===== src/rtl/chan_sel_pipe.sv =====
// Per-channel source select/invert with agree/flag summary, 2-stage valid/ready pipeline (2-cycle latency).
// Stages advance only when empty or draining; out_valid and S2 data hold while out_ready is low.
module chan_sel_pipe #(
   parameter int NCH   = 4,
   parameter int W     = 1,
   parameter int CNT_W = 8
) (
   input  logic                 clk,
   input  logic                 rst,
   input  logic                 in_valid,
   output logic                 in_ready,
   input  logic [NCH-1:0]       sel,
   input  logic [NCH-1:0]       mode,
   input  logic [W-1:0]         d_a,
   input  logic [W-1:0]         d_b,
   input  logic [W-1:0]         d_c,
   input  logic [W-1:0]         d_d,
   input  logic                 en,
   output logic                 out_valid,
   input  logic                 out_ready,
   output logic [NCH*W-1:0]     res,
   output logic                 agree,
   output logic                 flag,
   input  logic                 clr,
   output logic [CNT_W-1:0]     mismatch_cnt
);

   logic                 r_s1_vld;
   logic [NCH-1:0]       r_sel;
   logic [NCH-1:0]       r_mode;
   logic [W-1:0]         r_da;
   logic [W-1:0]         r_db;
   logic [W-1:0]         r_dc;
   logic [W-1:0]         r_dd;
   logic                 r_en;

   logic                 r_s2_vld;
   logic [NCH*W-1:0]     r_res;
   logic                 r_agree;
   logic                 r_flag;
   logic [CNT_W-1:0]     r_cnt;

   logic                 w_s2_adv;
   logic                 w_s1_adv;
   logic                 w_in_acc;
   logic                 w_xfer;
   logic [NCH*W-1:0]     w_res;
   logic                 w_agree;

   assign w_s2_adv = !r_s2_vld || out_ready;
   assign w_s1_adv = r_s1_vld && w_s2_adv;
   assign in_ready = !r_s1_vld || w_s1_adv;
   assign w_in_acc = in_valid && in_ready;
   assign w_xfer   = r_s2_vld && out_ready;

   always_comb begin
      w_res   = '0;
      w_agree = 1'b1;
      for (int i = 0; i < NCH; i++) begin
         if (r_mode[i])
            w_res[i*W +: W] = r_sel[i] ? ~r_dc : ~r_dd;
         else
            w_res[i*W +: W] = r_sel[i] ? r_da : r_db;
      end
      for (int i = 1; i < NCH; i++) begin
         if (w_res[i*W +: W] != w_res[W-1:0])
            w_agree = 1'b0;
      end
   end

   always_ff @(posedge clk) begin
      if (rst) begin
         r_s1_vld <= 1'b0;
         r_sel    <= '0;
         r_mode   <= '0;
         r_da     <= '0;
         r_db     <= '0;
         r_dc     <= '0;
         r_dd     <= '0;
         r_en     <= 1'b0;
      end else if (in_ready) begin
         r_s1_vld <= in_valid;
         if (w_in_acc) begin
            r_sel  <= sel;
            r_mode <= mode;
            r_da   <= d_a;
            r_db   <= d_b;
            r_dc   <= d_c;
            r_dd   <= d_d;
            r_en   <= en;
         end
      end
   end

   // S2 data only reloads when a real beat moves in, so a drained stage keeps its last value.
   always_ff @(posedge clk) begin
      if (rst) begin
         r_s2_vld <= 1'b0;
         r_res    <= '0;
         r_agree  <= 1'b0;
         r_flag   <= 1'b0;
      end else if (w_s2_adv) begin
         r_s2_vld <= r_s1_vld;
         if (w_s1_adv) begin
            r_res   <= w_res;
            r_agree <= w_agree;
            r_flag  <= r_en && !w_agree;
         end
      end
   end

   always_ff @(posedge clk) begin
      if (rst || clr)
         r_cnt <= '0;
      else if (w_xfer && !r_agree && (r_cnt != {CNT_W{1'b1}}))
         r_cnt <= r_cnt + CNT_W'(1);
   end

   assign out_valid    = r_s2_vld;
   assign res          = r_res;
   assign agree        = r_agree;
   assign flag         = r_flag;
   assign mismatch_cnt = r_cnt;

endmodule


===== config.mk =====
export PLATFORM = sky130hd
export DESIGN_NAME = chan_sel_pipe
export DESIGN_NICKNAME = d
export VERILOG_FILES = /design/src/rtl/chan_sel_pipe.sv
export SDC_FILE = /design/constraint.sdc
export NUM_CORES = 1
export LEC_CHECK = 0
export BUFFER_PORTS_ARGS = -buffer_cell sky130_fd_sc_hd__buf_2
export CAP_MARGIN = 20
export CORE_MARGIN = 5
export CORE_UTILIZATION = 55
export CTS_CLUSTER_SIZE = 16
export DETAILED_ROUTE_END_ITERATION = 10
export PLACE_DENSITY = 0.89
export SYNTH_ARGS = -nofsm -noshare
export SYNTH_HDL_FRONTEND = slang
export SYNTH_SLANG_ARGS = --single-unit

===== constraint.sdc =====
create_clock -name clk -period 4.6 [get_ports clk]
set_input_delay 0.46 -clock clk [delete_from_list [all_inputs] [get_ports clk]]
set_output_delay 0.46 -clock clk [all_outputs]
set_load 0.005 [all_outputs]

# Word-level counts from Yosys, hierarchy flattened
# Index checks and enable logic that the tools add are counted.
# totals
regBits	29
latchBits	0
mem_bits_rw	0
mem_bits_ro	0
input_bits	18
output_inout_bits	16
wordCells	50
memories	0
# classes
add_sub_neg	1
multipliers	0
div	0
magnitude_cmp	0
n_eq_ne	4
shifts	0
muxes	15
bitwise	2
reduce_logical	15
# ops
op	n
1-bit 2-to-1 mux	15
8-bit by 1-bit adder with 8-bit output (second input constant)	1
8-bit != test (second input constant)	1
1-bit logical AND	6
1-bit logical NOT	4
2-bit AND reduction	2
1-bit logical OR	3
1-bit != test	3
1-bit NOT	2

# Depth between registers and ports, before layout
# Gate-level depths: netlist of run 1.
# logic_depth
ltp_word	9
ltp_mapped	5
depth_no_buf	5

# Worst setup path before layout of run 1
# OpenSTA, ideal clock, no wires.
# synth_timing
path_type	reg-to-reg
start	register r_sel[2]
end	register r_flag (netlist: flag)
setup_time_ps	116
arrival_ps	1619
t_required_ps	4484
path_slack_ps	2865
stages_incl_launch_ff	4
n_path_buf	0
period_less_slack_ps	1735
cell_sequence	dfxtp_1 mux4_1 or4_4 a41o_1
# synth_between
elab_chain_cells	7
elab_cells_between_ends	8
cone_classes	eq/ne: 1; mux: 5; reduce/logical: 2
# synth_lines
item	line_no	rtl
start: declaration	29	logic [NCH-1:0] r_sel;
start signal: assignment	84	r_sel <= sel;
1-bit 2-to-1 mux (on tied branches)	63, 61	
1-bit 2-to-1 mux *	60	if (r_mode[i])
1-bit != test *	66	if (w_res[i*W +: W] != w_res[W-1:0])
1-bit 2-to-1 mux * (2 in a row)	66	
1-bit logical NOT *	107	r_flag <= r_en && !w_agree;
1-bit logical AND *	107	
end signal: assignment	107	
end: declaration	40	logic r_flag;
# Every way passes the cells marked *; elsewhere a longest branch is shown, timed or not.
# A chain may end at the register's enable or synchronous reset.

# Worst setup path after layout of run 1
# layout_timing
start	register r_s2_vld (netlist: out_valid)
end	output port in_ready
# layout_between
elab_chain_cells	4
# layout_lines
item	line_no	rtl
start: declaration	37	logic r_s2_vld;
start signal: assignment	103	r_s2_vld <= r_s1_vld;
1-bit logical NOT	50	assign w_s2_adv = !r_s2_vld || out_ready;
1-bit logical OR	50	
1-bit logical AND	51	assign w_s1_adv = r_s1_vld && w_s2_adv;
1-bit logical OR	52	assign in_ready = !r_s1_vld || w_s1_adv;
end: declaration	11	output logic in_ready,
# No other way between the ends.

==> results of run 1 <==
[path summary, 6_finish.rpt]
path                               start                     end  slack [ps]  depth (start not counted)
setup / recovery  out_valid$_SDFFE_PP0P_                in_ready        2720                          2
hold / removal                   mode[3]  r_mode[3]$_SDFFE_PP0P_         390                          3
setup reg to reg   r_sel[2]$_SDFFE_PP0P_       flag$_SDFFE_PP0P_        2770                          3
hold reg to reg        r_dc$_SDFFE_PP0P_       r_dc$_SDFFE_PP0P_         460                          2
[power by group through the flow]
| stage | Clock (mW) | Combinational (mW) | Sequential, mW |
|---|---|---|---|
| final | 0.143 | 0.0515 | 0.269 |
| after global routing | 0.155 | 0.0574 | 0.270 |
| after CTS | 0.147 | 0.0514 | 0.268 |
| after detailed placement | 0 | 0.0513 | 0.274 |
| after global placement | 0 | 0.0489 | 0.274 |
| after floorplan | 0 | 0.0348 | 0.272 |
[per-stage QoR]
step | utilization, % | setup slack, ps | instance area (sq um) | cells | power (mW)
after global placement | 65.9 | 2790 | 1460 | 194 | 0.323
after CTS | 68.1 | 2710 | 1510 | 202 | 0.467
after floorplan | - | 2870 | 1280 | 140 | 0.307
after global routing | 68.1 | 2580 | 1510 | 202 | 0.483
after detailed placement | 65.9 | 2710 | 1460 | 194 | 0.325
final | 68.1 | 2720 | 1510 | 202 | 0.463
[cells in the final DEF (no fill, tap or decap), drive strengths merged, types with 2 or more instances in the layout]
master,synthesis,layout
mux2i,6,6
dfxtp,29,29
xor2,3,3
inv,4,4
and2,2,2
a31oi,2,2
a41o,3,3
nand3b,2,2
mux4,4,4
a21oi,15,15
nand3,14,14
buf,0,33
nand4,3,3
clkbuf,7,8
nand2,18,18
nor2,13,13
[cell type report]
type,count,area (sq um),share of cell area [%]
repair buffers,33,165,11.0
multi-input cells,100,662,43.9
inverters,4,15.0,0.997
clock buffers,8,48.8,3.24
well taps,28,35.0,2.33
flip-flops and latches,29,581,38.5
[critical path: cells and delay by family, from the launching register on]
| kind | cells | cell delay [ps] |
|---|---|---|
| buf+inv | 1 | 290 |
| flops | 1 | 390 |
| simple gates | 1 | 420 |
[metal layers]
metal  share of wire (%)  up-vias
met5                   0        -
met4                 1.8        0
met3                 6.4        8
met2                  49       38
met1                  43      545
li1                    -      570
[registers in the layout, summed over array words and instances (netlist names)]
name          flops
r_en              1
r_db              1
mismatch_cnt      8
r_dc              1
res               4
out_valid         1
r_da              1
r_mode            4
r_dd              1
agree             1
r_s1_vld          1
r_sel             4
flag              1
[cells by family after synthesis]
kind of cell	count (synthesis)
AND/OR/NAND/NOR	61
flip-flops	29
AO/OA/AOI/OAI	24
buffers and inverters	11
multiplexers	10
XOR/XNOR	4
adder cells (fa/ha/maj)	1
==> qor.csv, run 1 <==
metric,value,unit
status,"finished, final reports clean",
period utilization,40.8,%
worst path cell trace,"nand3b_1, buf_2",
main combinational cell family by area after synthesis,simple AND/OR/NAND/NOR gates,
Setup Crit Path Kind,reg -> out,
yosys warns,0,
Critical Path Start Type,flip-flop,
Worst Setup End Kind,output pin,
met1 usage,22.0,%
IO Port Bufs,33,
crit path time final,1880,ps
Min-Delay Path Class,in -> reg,
total track usage,18.6,%
Final nets,192,
hold_ws,391,ps
area grow syn2layout,17.3,%
final setup fails,0,
Clock Power Share,30.8,%
post-route ant nets,0,
worst-path fanout max,16,
Vias/cell,5.75,
# H-tree levels,2,
postcts setup bufs,0,
mux contribution to synthesized area,12.3,%
post-synthesis adder-cell area fraction,0.975,%
DRC violations left,0,
final wirelength,2900,um
post-synth top area cell,dfxtp_1,
"count leader, synth",dfxtp_1,
"Hold-fix buffers, CTS",0,
Worst VDD drop,0.244,mV
antenna violations before repair,0,
Slew Limit Headroom,53.9,%
final hold vios,0,
CTS resizes,0,
Sw Ratio,25.1,%
FILL cells,189,
setup TNS after final layout,0,ps
fmax,533,MHz
clk sinks,29,
n_diodes,0,
Worst Tran Pin Value,682,ps
Sequential Power Share,58.0,%
Worst Skew,9.62,ps
sequential area share after synthesis,45.2,%
worst path arrival time,1420,ps
xor/xnor cell area share of the yosys netlist,2.73,%
total CTS buffers,5,
I/O pins,34,
RSZ-0062 raised after global routing,no,
fraction of layout cells with a size suffix above 1,24.7,%
"Avg Cell Area, Syn",9.17,sq um
Post-Synth Simple-Gate Area,23.5,%
DIE WIDTH,58.3,um
Max Cap Viol,0,
Worst Path Required,4140,ps
clock slew at reported path FFs,80,ps
CP max stage cell,nand3b_1,
Yosys cell types,31,
global routing usage on met2,32.5,%
NetSw,0.116,mW
total vias in the final route,1161,
root buffer cell,clkbuf_4,
Most Crowded Layer GR,met2,
combinational power share,11.1,%
post-DP HPWL,2140,um
WL per Instance,14.3,um
met3 Resource Use GR,5.48,%
leak pwr,0.673,nW
first-pass GRT wire length,4940,um
CTS tree,built,
initial core utilization,58.0,%
asr flop ratio synth,0,%
full die area,3400,sq um
Post-Syn Nets,159,
Final Slew Violations,0,
top-area cell type share of the netlist area,45.2,%
cells after synthesis,140,
most instantiated cells after synthesis,"29 x dfxtp_1, 18 x nand2_1, 15 x a21oi_1",
row count,17,
GRT overflow,0,
Internal Power,0.347,mW
die height,58.3,um
mapped cell area,1280,sq um
CP max stage delay,420,ps
Core Box Area,2210,sq um
register bit total from synthesis,29,
clock latency on the worst-skew pair,320,ps
first-pass detailed-route iteration total,4,
clk buf depth,2,
Routability Congestion,0.790,
main flop type after synthesis,dfxtp_1,
Post-synth EDFFs,0,
starting DRC count in detailed routing,41,
post-synthesis compound-gate area fraction,12.1,%
leading cell types by total area after synthesis,"dfxtp_1 45%, a21oi_1 5.8%, nand3_1 5.5%",
Power Density,307,nW/um^2
number of global-route vias before repair,1147,
largest net degree at the start of global routing,26,
(Power assumes the default switching activity.)
==> inputs of run 2 (changes only) <==
CORE_UTILIZATION = 46   (was 55)
PLACE_DENSITY = 0.8   (was 0.89)
clock period = 1.54 ns   (was 4.6 ns; I/O delays follow)
==> run 2 against run 1 <==
Compared with the run above:
- the flow now finishes with violations (negative setup slack)
- register-to-register slack worse by 3000 ps
- sequential cell count unchanged
- clock power rose to 4.5 times the previous value
- power rose to 3.5 times the previous value
- highest routed layer unchanged
- largest power group unchanged
- critical endpoint is now agree$_SDFFE_PP0P_
==> qor.csv, run 2 (synthesis gave the netlist of run 1 again) <==
metric,value,unit
total track usage,15.7,%
Power Density,991,nW/um^2
Final nets,204,
worst path cell trace,"inv_2, mux4_2, or4_4, a311oi_2",
met3 Resource Use GR,5.58,%
FILL cells,236,
total vias in the final route,1188,
combinational power share,10.9,%
Min-Delay Path Class,in -> reg,
NetSw,0.361,mW
area grow syn2layout,27.7,%
Most Crowded Layer GR,met2,
leak pwr,0.751,nW
Core Box Area,2710,sq um
full die area,3950,sq um
fraction of layout cells with a size suffix above 1,34.9,%
final wirelength,2880,um
antenna violations before repair,0,
starting DRC count in detailed routing,34,
Sw Ratio,22.3,%
WL per Instance,13.2,um
Vias/cell,5.47,
Worst Path Required,1790,ps
I/O pins,34,
Worst Tran Pin Value,368,ps
cell area after placement,1550,sq um
Internal Power,1.26,mW
most frequent cells in the layout,"33 x buf_2, 24 x dfxtp_1, 18 x nand2_1",
# H-tree levels,2,
row count,19,
final core occ,60.5,%
Worst Skew,11.2,ps
largest net degree at the start of global routing,16,
clock latency on the worst-skew pair,330,ps
status,finished with violations,
GRT overflow,0,
period utilization,112,%
Setup Crit Path Kind,reg -> reg,
worst path arrival time,1980,ps
"Hold-fix buffers, CTS",0,
Worst VDD drop,0.688,mV
die height,62.8,um
fmax,578,MHz
violated checks,negative setup slack,
Clock Power Share,39.6,%
DIE WIDTH,62.8,um
total CTS buffers,5,
global routing usage on met2,27.7,%
Final Slew Violations,0,
most common library cell in the layout ignoring fill and taps,buf_2,
final hold vios,0,
initial core utilization,47.4,%
post-DP HPWL,2230,um
Max Cap Viol,0,
Sequential Power Share,49.5,%
setup TNS after final layout,-368,ps
DRC violations left,0,
root buffer cell,clkbuf_4,
worst-path fanout max,4,
n_diodes,0,
Slew Limit Headroom,75.4,%
first-pass detailed-route iteration total,4,
met1 usage,16.4,%
Routability Congestion,0.811,
RSZ-0062 raised after global routing,yes,
Worst Setup End Kind,flip-flop,
Critical Path Start Type,flip-flop,
max reg flops,8,
first-pass GRT wire length,5070,um
CP max stage cell,or4_4,
number of global-route vias before repair,1179,
setup ws final,-190,ps
CP bufs+invs,1,
"Design Area, Final",1640,sq um
final setup fails,2,
CTS tree,built,
"CP delay by family, top",simple AND/OR/NAND/NOR gates,
clk sinks,29,
crit path time final,1730,ps
IO Port Bufs,33,
clock slew at reported path FFs,90,ps
clk buf depth,2,
post-route ant nets,0,
CP max stage delay,560,ps
==> run 2: changes by cell type in the layout (fill, tap and decap cells not counted) <==
cell | before | now
buf_4 | 0 | 12
dfxtp_1 | 29 | 24
mux4_1 | 2 | 1
clkbuf_8 | 0 | 1
inv_2 | 0 | 2
bufinv_16 | 0 | 1
dfxtp_2 | 0 | 5
mux4_2 | 2 | 3
clkbuf_1 | 3 | 1
inv_1 | 4 | 2
==> run 2: power groups by stage <==
stage | clock (mW) | combinational [mW] | sequential, mW
after floorplan | 0 | 0.105 | 0.815
after global placement | 0 | 0.167 | 0.818
after detailed placement | 0 | 0.175 | 0.820
after CTS | 0.663 | 0.175 | 0.803
after global routing | 0.699 | 0.199 | 0.807
final | 0.644 | 0.177 | 0.803
==> run 2: final timing paths <==
check | start | endpoint | slack, ps | cells after the start
min reg2reg | r_s1_vld$_SDFFE_PP0N_ | out_valid$_SDFFE_PP0P_ | 460 | 2
max reg2reg | r_dc$_SDFFE_PP0P_ | agree$_SDFFE_PP0P_ | -190 | 4
max | r_dc$_SDFFE_PP0P_ | agree$_SDFFE_PP0P_ | -190 | 4
min | d_c | r_dc$_SDFFE_PP0P_ | 60 | 3
==> run 2: what timing repair did <==
action	in CTS	in global routing
resized for setup	1	1
hold endpoints to repair	0	0
pin swaps	1	2
buffers inserted	0	1
setup endpoints to repair	2	2
==> run 2: layer usage <==
| layer | part of all wire [%] | routed length (um) |
|---|---|---|
| met5 | 0 | 0 |
| met3 | 6.7 | 194 |
| met2 | 52 | 1490 |
| met1 | 40 | 1140 |
| met4 | 1.9 | 55 |
==> run 2: area by class of cell <==
class                           count  area [sq um]  area share, %
Multi-Input combinational cell    100           658           40.2
Sequential cell                    29           587           35.8
Timing Repair Buffer               45           255           15.6
Clock buffer                        7          55.1           3.36
Tap cell                           31          38.8           2.37
Clock inverter                      1          30.0           1.83
Inverter                            4          15.0          0.916
==> run 2: stage by stage <==
step	hold WS [ps]	cells	setup WS, ps	total power, mW
CTS	56.2	216	-202	1.64
detailed placement	412	208	-202	0.995
global route	50.7	217	-225	1.70
global placement	400	208	-157	0.985
finish	63.8	217	-190	1.62
floorplan	294	140	-154	0.920
==> run 2: worst register-to-register path: stages, from the launching register on <==
cell and delay, ps:
dfxtp_2 340, inv_2 40, mux4_2 470, or4_4 560, a311oi_2 240
